<file path="src/rtl/q_episode_sequencer.sv">
// Q-learning episode sequencer for the 6x6 maze (cells 1..36).
// Reads the Q row of the current cell, picks an epsilon-greedy action, hands it to the
// maze step unit, and tracks step/episode counts until the run of episodes completes.
// Optional feature macro: Q_EPS_DECAY_EN (per-episode decaying exploration threshold).
module q_episode_sequencer #(
  parameter int unsigned NUM_EPISODES = 100,
  parameter int unsigned MAX_STEPS    = 64,
  parameter int unsigned EPS_THRESH   = 26,
  parameter logic [15:0] LFSR_SEED    = 16'hACE1
) (
  input  logic         clk_i,
  input  logic         rst_i,
  input  logic         run_i,
  input  logic [5:0]   start_state_i,
  input  logic [5:0]   target_state_i,
  output logic [5:0]   q_rd_state_o,
  input  logic [127:0] q_rd_data_i,
  output logic         step_req_o,
  output logic [1:0]   step_action_o,
  output logic [5:0]   step_state_o,
  input  logic         step_ack_i,
  input  logic [5:0]   step_next_state_i,
  output logic [5:0]   cur_state_o,
  output logic [15:0]  episode_count_o,
  output logic [7:0]   step_count_o,
  output logic         busy_o,
  output logic         episode_done_o,
  output logic         goal_reached_o,
  output logic         run_done_o
);

  localparam logic [15:0] NumEp    = 16'(NUM_EPISODES);
  localparam logic [7:0]  MaxSteps = 8'(MAX_STEPS);

  typedef enum logic [2:0] {
    StIdle, StInit, StRead, StChoose, StIssue, StWait, StCheck
  } state_e;

  state_e       state_q;
  logic [15:0]  lfsr_q;
  logic [5:0]   target_q;
  logic [5:0]   q_rd_state_q;
  logic         step_req_q;
  logic [1:0]   step_action_q;
  logic [5:0]   step_state_q;
  logic [5:0]   cur_state_q;
  logic [15:0]  episode_count_q;
  logic [7:0]   step_count_q;
  logic         busy_q;
  logic         episode_done_q;
  logic         goal_reached_q;
  logic         run_done_q;

  logic [15:0]  lfsr_d;
  logic [1:0]   greedy_action;
  logic [8:0]   thresh;
  logic         explore;
  logic [15:0]  episode_count_inc;

`ifdef Q_EPS_DECAY_EN
  logic [8:0]   eps_q;
  assign thresh = eps_q;
`else
  assign thresh = 9'(EPS_THRESH);
`endif

  // Right-shifting Galois LFSR, taps 16,14,13,11.
  assign lfsr_d  = {1'b0, lfsr_q[15:1]} ^ (lfsr_q[0] ? 16'hB400 : 16'h0000);
  assign explore = ({1'b0, lfsr_q[7:0]} < thresh);
  assign episode_count_inc = episode_count_q + 16'd1;

  // Signed argmax over the Q row; strict compare keeps the lowest index on ties.
  always_comb begin
    logic signed [31:0] best_val;
    logic signed [31:0] cand;
    best_val      = signed'(q_rd_data_i[31:0]);
    greedy_action = 2'd0;
    for (int i = 1; i < 4; i++) begin
      cand = signed'(q_rd_data_i[32*i +: 32]);
      if (cand > best_val) begin
        best_val      = cand;
        greedy_action = 2'(i);
      end
    end
  end

  // Sequencer FSM with all outputs registered.
  always_ff @(posedge clk_i) begin
    if (rst_i) begin
      state_q         <= StIdle;
      lfsr_q          <= LFSR_SEED;
      target_q        <= 6'd0;
      q_rd_state_q    <= 6'd0;
      step_req_q      <= 1'b0;
      step_action_q   <= 2'd0;
      step_state_q    <= 6'd0;
      cur_state_q     <= 6'd0;
      episode_count_q <= 16'd0;
      step_count_q    <= 8'd0;
      busy_q          <= 1'b0;
      episode_done_q  <= 1'b0;
      goal_reached_q  <= 1'b0;
      run_done_q      <= 1'b0;
`ifdef Q_EPS_DECAY_EN
      eps_q           <= 9'd0;
`endif
    end else begin
      episode_done_q <= 1'b0;
      goal_reached_q <= 1'b0;
      run_done_q     <= 1'b0;
      unique case (state_q)
        StIdle: begin
          if (run_i) begin
            target_q        <= target_state_i;
            episode_count_q <= 16'd0;
            busy_q          <= 1'b1;
            state_q         <= StInit;
`ifdef Q_EPS_DECAY_EN
            eps_q           <= 9'(EPS_THRESH);
`endif
          end
        end
        StInit: begin
          cur_state_q  <= start_state_i;
          q_rd_state_q <= start_state_i;
          step_count_q <= 8'd0;
          state_q      <= StRead;
        end
        StRead: begin
          q_rd_state_q <= cur_state_q;
          state_q      <= StChoose;
        end
        StChoose: begin
          step_action_q <= explore ? lfsr_q[9:8] : greedy_action;
          lfsr_q        <= lfsr_d;
          state_q       <= StIssue;
        end
        StIssue: begin
          step_req_q   <= 1'b1;
          step_state_q <= cur_state_q;
          state_q      <= StWait;
        end
        StWait: begin
          if (step_ack_i) begin
            cur_state_q  <= step_next_state_i;
            q_rd_state_q <= step_next_state_i;
            if (step_count_q != 8'hFF) step_count_q <= step_count_q + 8'd1;
            step_req_q   <= 1'b0;
            state_q      <= StCheck;
          end
        end
        StCheck: begin
          if ((cur_state_q == target_q) || (step_count_q == MaxSteps)) begin
            episode_done_q  <= 1'b1;
            goal_reached_q  <= (cur_state_q == target_q);
            episode_count_q <= episode_count_inc;
`ifdef Q_EPS_DECAY_EN
            if (eps_q != 9'd0) eps_q <= eps_q - 9'd1;
`endif
            if (episode_count_inc == NumEp) begin
              run_done_q <= 1'b1;
              busy_q     <= 1'b0;
              state_q    <= StIdle;
            end else begin
              state_q <= StInit;
            end
          end else begin
            state_q <= StRead;
          end
        end
        default: state_q <= StIdle;
      endcase
    end
  end

  assign q_rd_state_o    = q_rd_state_q;
  assign step_req_o      = step_req_q;
  assign step_action_o   = step_action_q;
  assign step_state_o    = step_state_q;
  assign cur_state_o     = cur_state_q;
  assign episode_count_o = episode_count_q;
  assign step_count_o    = step_count_q;
  assign busy_o          = busy_q;
  assign episode_done_o  = episode_done_q;
  assign goal_reached_o  = goal_reached_q;
  assign run_done_o      = run_done_q;

endmodule

</file>
<file path="config.mk">
export PLATFORM = sky130hd
export DESIGN_NAME = q_episode_sequencer
export DESIGN_NICKNAME = d
export VERILOG_FILES = /design/src/rtl/q_episode_sequencer.sv
export SDC_FILE = /design/constraint.sdc
export NUM_CORES = 1
export LEC_CHECK = 0
export CAP_MARGIN = 10
export CORE_UTILIZATION = 49
export CTS_CLUSTER_DIAMETER = 60
export DETAILED_ROUTE_END_ITERATION = 10
export PLACE_DENSITY_LB_ADDON = 0.08
export SETUP_SLACK_MARGIN = 0.3
export SLEW_MARGIN = 5
export SYNTH_ARGS = -nofsm -noshare
export SYNTH_HDL_FRONTEND = slang
export SYNTH_SLANG_ARGS = --single-unit
export TNS_END_PERCENT = 20
</file>
<file path="constraint.sdc">
create_clock -name clk_i -period 11.28 [get_ports clk_i]
set_clock_uncertainty 0.05 [all_clocks]
set_input_delay 2.256 -clock clk_i [delete_from_list [all_inputs] [get_ports clk_i]]
set_output_delay 2.256 -clock clk_i [all_outputs]
set_load 0.05 [all_outputs]
</file>
# Word-level counts from Yosys, hierarchy flattened
# Index checks and enable logic that the tools add are counted.
# op_classes
eq_ne,15
magnitude_cmp,4
bitwise_logic,3
div_mod_pow,0
muxes,29
shifts,0
multipliers,0
n_reduce_logical,16
add_sub_neg,2
# op_table
cell,n
$gt 32x32->1,3
$mux 32,2
$mux 16,3
$pmux 16 s2,1
$pmux 3 s7,1
$pmux 6 s3,1
$add 16x1->16 const B,1
$eq 16x7->1 const B,1
$mux 8,2
$pmux 8 s2,1
$xor 15x16->16,1
$pmux 6 s2,1
$ne 2x2->1 const B,5
$reduce_and 2->1,5
$eq 3x3->1 const B,3
$mux 3,3
$add 8x1->8 const B,1
$eq 8x7->1 const B,1
$lt 8x5->1 const B,1
$mux 1,8
$ne 8x8->1 const B,1
$eq 3x2->1 const B,2
$eq 6x6->1,1
$mux 2,3
other kinds (12),17
# word_totals
in_bits,150
ramBits,0
elab_cells,83
output_inout_bits,49
reg_bits,74
latchBits,0
mem_count,0
mem_bits_ro,0

# Logic depth before layout (Yosys ltp)
# Gate-level depths: netlist of run 1.
# depth
ltp_word,7
ltp_mapped,28
ltp_nobuf,26

# Least setup slack after synthesis of run 1
# No wires, ideal clock.
# synth_timing
kind,input to register
from,input q_rd_data_i[23]
to,register step_action_q[1] (netlist: step_action_o[1])
setup_time_ns,0.117
required_time_ns,11.113
setup_slack_ns,2.605
t_arrival_ns,8.507
path_buffers,2
cell_stages,28
path_cell_list,inv_1 > ha_1 > a21oi_1 > o21ai_1 > a22o_1 > or4_1 > a21oi_2 > mux2i_4 > buf_6 > mux2i_2 > ha_1 > a21oi_2 > nand2_1 > a221o_1 > o31a_1 > nor4_2 > mux2i_2 > buf_6 > mux2_4 > ha_1 > a21oi_1 > o21ai_0 > a221oi_1 > o221ai_1 > a2111o_1 > o221ai_1 > nand3b_1 > a32o_1
# synth_via
elab_chain_cells,7
elab_cells_between_ends,8
cone_classes,order compare: 3; mux: 5
# synth_lines
element,line_no,text
start: declaration,17,"input logic [127:0] q_rd_data_i,"
$gt 32x32->1,80,if (cand > best_val) begin
$mux 32 (*),80,
$gt 32x32->1,80,
$mux 32,80,
$gt 32x32->1,80,
$mux 2 (*),80,
$mux 2 (*),134,step_action_q <= explore ? lfsr_q[9:8] : greedy_action;
end signal: assignment,134,
end: declaration,44,logic [1:0] step_action_q;
# Every way passes the cells marked *; elsewhere a longest branch is shown, timed or not.
# A chain may end at the register's enable or synchronous reset.

# Worst setup path in the final report of run 1
# layout_timing
from,input q_rd_data_i[29]
to,register step_action_q[1] (netlist: step_action_o[1])
# The elaborated chain is that of the path after synthesis.

==> impl_metrics.env, run 1 <==
export IMPL_critPathCaptureType="flip-flop"
export IMPL_synthTopCellsByArea="dfxtp_1 21%, ha_1 18%, mux2_4 6.7%"
export IMPL_rows=43
export IMPL_routed_wl_mm=17.4
export IMPL_setup_tns_ns=0
export IMPL_vias=6600
export IMPL_required_ns=11.46
export IMPL_grt_pass1_vias=6177
export IMPL_io_pins=199
export IMPL_die_area_um2=14700
export IMPL_fin_crit_ns=9.93
export IMPL_hp_class="reg -> reg"
export IMPL_syn_num_nets=1077
export IMPL_yosys_warnings=0
export IMPL_p_seq_share_pct=29.1
export IMPL_period_share_pct=88.0
export IMPL_p_per_area_nw_per_um2=105
export IMPL_start_util_pct=50.3
export IMPL_drive_gt1_share_pct=9.18
export IMPL_htree_levels=3
export IMPL_drc=0
export IMPL_die_y_um=121
export IMPL_io_buffer_count=198
export IMPL_power_switching_uw=323
export IMPL_slowest_stage="mux2i_4"
export IMPL_cts_clk_slew_worst_paths_ns=0.05
export IMPL_power_leakage_uw=0.00391
export IMPL_final_cell_area_um2=9310
export IMPL_setup_viol=0
export IMPL_power_share_combinational_pct=44.0
export IMPL_clkPwrFrac_pct=26.9
export IMPL_synth_top_family_by_area="simple AND/OR/NAND/NOR gates"
export IMPL_holdBufCountCts=0
export IMPL_die_w_um=121
export IMPL_synth_seq_cells=74
export IMPL_netSwitchingFraction_pct=33.1
export IMPL_placed_area_um2=9040
export IMPL_insertion_delay_ns=0.34
export IMPL_synth_top_area_share_pct=21.2
export IMPL_ys_seq_area_share_pct=21.2
export IMPL_relSlewSlack_pct=36.5
export IMPL_post_cts_setup_buffer_count=0
export IMPL_ctsResizeCount=0
export IMPL_holdWs_ns=0.405
export IMPL_yosys_cell_types_count=60
export IMPL_worstPathMaxFanout=22
export IMPL_instances_no_fill=1193
export IMPL_synth_flop_cell="dfxtp_1"
export IMPL_cts_tree="done"
export IMPL_final_nets=1258
export IMPL_nFillCells=1187
export IMPL_syn_area_um2=6980
export IMPL_synthArstFlopShare_pct=0
export IMPL_place_ws_ns=0.954
export IMPL_synthMuxAreaShare_pct=16.7
export IMPL_path_class="in -> reg"
export IMPL_dp_hpwl_mm=14.3
export IMPL_gp_congestion=0.921
export IMPL_synth_simple_area_share_pct=19.6
export IMPL_cap_violations=0
export IMPL_postSynthAreaPerCell_um2=8.43
export IMPL_crit_top_cell="ha_1"
export IMPL_grt_max_degree=58
export IMPL_timing_final_ws_setup_ns=1.35
export IMPL_internal_power_uw=653
export IMPL_synthCells=828
export IMPL_place_inst=1178
export IMPL_synth_edff_count=0
export IMPL_antennaDiodeCount=0
export IMPL_status="completed"
export IMPL_critPathTopFamily="simple AND/OR/NAND/NOR gates"
export IMPL_slowest_delay_ns=0.67
export IMPL_cts_sinks=74
export IMPL_fmaxAchievable_ghz=0.101
export IMPL_maxSlewViolCount=0
export IMPL_crit_buf_inv=4
export IMPL_synth_compound_area_share_pct=16.2
export IMPL_antenna_found_initial=0
export IMPL_cts_max_path_buffers=2
export IMPL_overflow=0
export IMPL_finalHoldViolCount=0
export IMPL_ir_worst_vdd_v=0.0000740
export IMPL_synth_common_cells="99 x ha_1, 89 x nand2_1, 81 x a21oi_1"
export IMPL_startpoint_type="input port"
export IMPL_synthAdderAreaFrac_pct=17.7
export IMPL_fp_coreArea_um2=13900
export IMPL_ant_nets=0
export IMPL_track_usage_pct=24.0
export IMPL_rsz0062_at_grt="no"
export IMPL_root_buffer="clkbuf_16"
export IMPL_drt_first_pass_iters=5
export IMPL_first_iter_violations=381
export IMPL_area_growth_pct=33.4
export IMPL_worstMarginPinSlew_ns=0.952
export IMPL_critical_path_arrival_ns=10.10
export IMPL_vias_per_cell=5.53
export IMPL_yosysTopAreaCell="dfxtp_1"
export IMPL_cts_buffers=9
export IMPL_wl_per_cell_um=14.5
export IMPL_synth_xor_area_share_pct=1.76
export IMPL_yosysMostFrequentCell="ha_1"
export IMPL_grt_pass1_wl_mm=28.3
## final cells by class
class | instances | area [um2] | area share (%)
Clock inverter | 3 | 15.0 | 0.161
Timing Repair Buffer | 203 | 2010 | 21.6
Clock buffer | 12 | 256 | 2.75
Multi-Input combinational cell | 644 | 5030 | 54.0
Inverter | 77 | 289 | 3.10
Sequential cell | 74 | 1480 | 15.9
Tap cell | 180 | 225 | 2.42
## registers in the layout, indices dropped and copies added, names as in the netlist, 2 cells and up
register and count:
q_rd_state_o 6, step_action_o 2, cur_state_o 6, target_q 6, step_count_o 8, state_q 3, lfsr_q 16, step_state_o 6
episode_count_o 16
## worst paths after layout
check | startpoint | endpoint | slack, ns | cells after the start
setup / recovery | q_rd_data_i[29] | step_action_o[1] | 1.35 | 28
hold / removal | lfsr_q[15] | lfsr_q[14] | 0.41 | 2
setup reg to reg | state_q[0] | step_count_o[7] | 8.05 | 7
hold reg to reg | lfsr_q[15] | lfsr_q[14] | 0.41 | 2
## worst register-to-register path, delay by kind of cell (launching register included)
family,cells,cell delay (ns)
flip-flops,1,0.84
buffers and inverters,1,0.16
AO/OA/AOI/OAI,3,1.39
AND/OR/NAND/NOR,3,0.74
## stage by stage
step	power, uW	util [%]
after floorplan	595	-
after global placement	714	65.1
after detailed placement	719	65.1
after CTS	983	67.1
after global routing	1030	67.1
final	976	67.1
## cell families after synthesis
family          count (synthesis)
flops                          74
compound gates                180
buf+inv                       110
simple gates                  278
mux                            73
fa+ha+maj                      99
xor+xnor                       14
## layer usage
| layer | wire (um) | global-route usage [%] | part of all wire, % | vias to the layer above |
|---|---|---|---|---|
| li1 | - | - | - | 3367 |
| met4 | 515 | 10.0 | 3.0 | 0 |
| met1 | 7730 | 30.0 | 45 | 3025 |
| met3 | 902 | 3.62 | 5.2 | 30 |
| met2 | 8200 | 40.7 | 47 | 178 |
| met5 | 0 | 0 | 0 | - |
## placed cells by master, fill, tap and decap left out, types with 19 or more instances in the layout
cell type and instances:
nor2_1 59, nand2_1 89, nand4_1 29, dfxtp_1 74, mux2_4 31, nand3_1 25
o21ai_0 29, clkdlybuf4s50_1 197, mux2i_4 19, ha_1 99, a21oi_1 81, inv_1 76
## power groups by stage
stage	clock, uW	combinational, uW	sequential [uW]
6_report	262	429	284
5_1_grt	277	472	286
4_1_cts	267	432	284
3_5_place_dp	0	429	290
3_3_place_gp	0	424	290
2_1_floorplan	0	290	304
Note: power is estimated with default switching activity, not from simulation.
==> run 2: changes to the inputs <==
--- a/config.mk
+++ b/config.mk
@@ -11,6 +11,7 @@
 export DETAILED_ROUTE_END_ITERATION = 10
 export PLACE_DENSITY_LB_ADDON = 0.08
 export SETUP_SLACK_MARGIN = 0.3
+export SKIP_CTS_REPAIR_TIMING = 1
 export SLEW_MARGIN = 5
 export SYNTH_ARGS = -nofsm -noshare
 export SYNTH_HDL_FRONTEND = slang
==> results of run 2 <==
No change in the layout: final DEF, timing and power equal those of run 1.
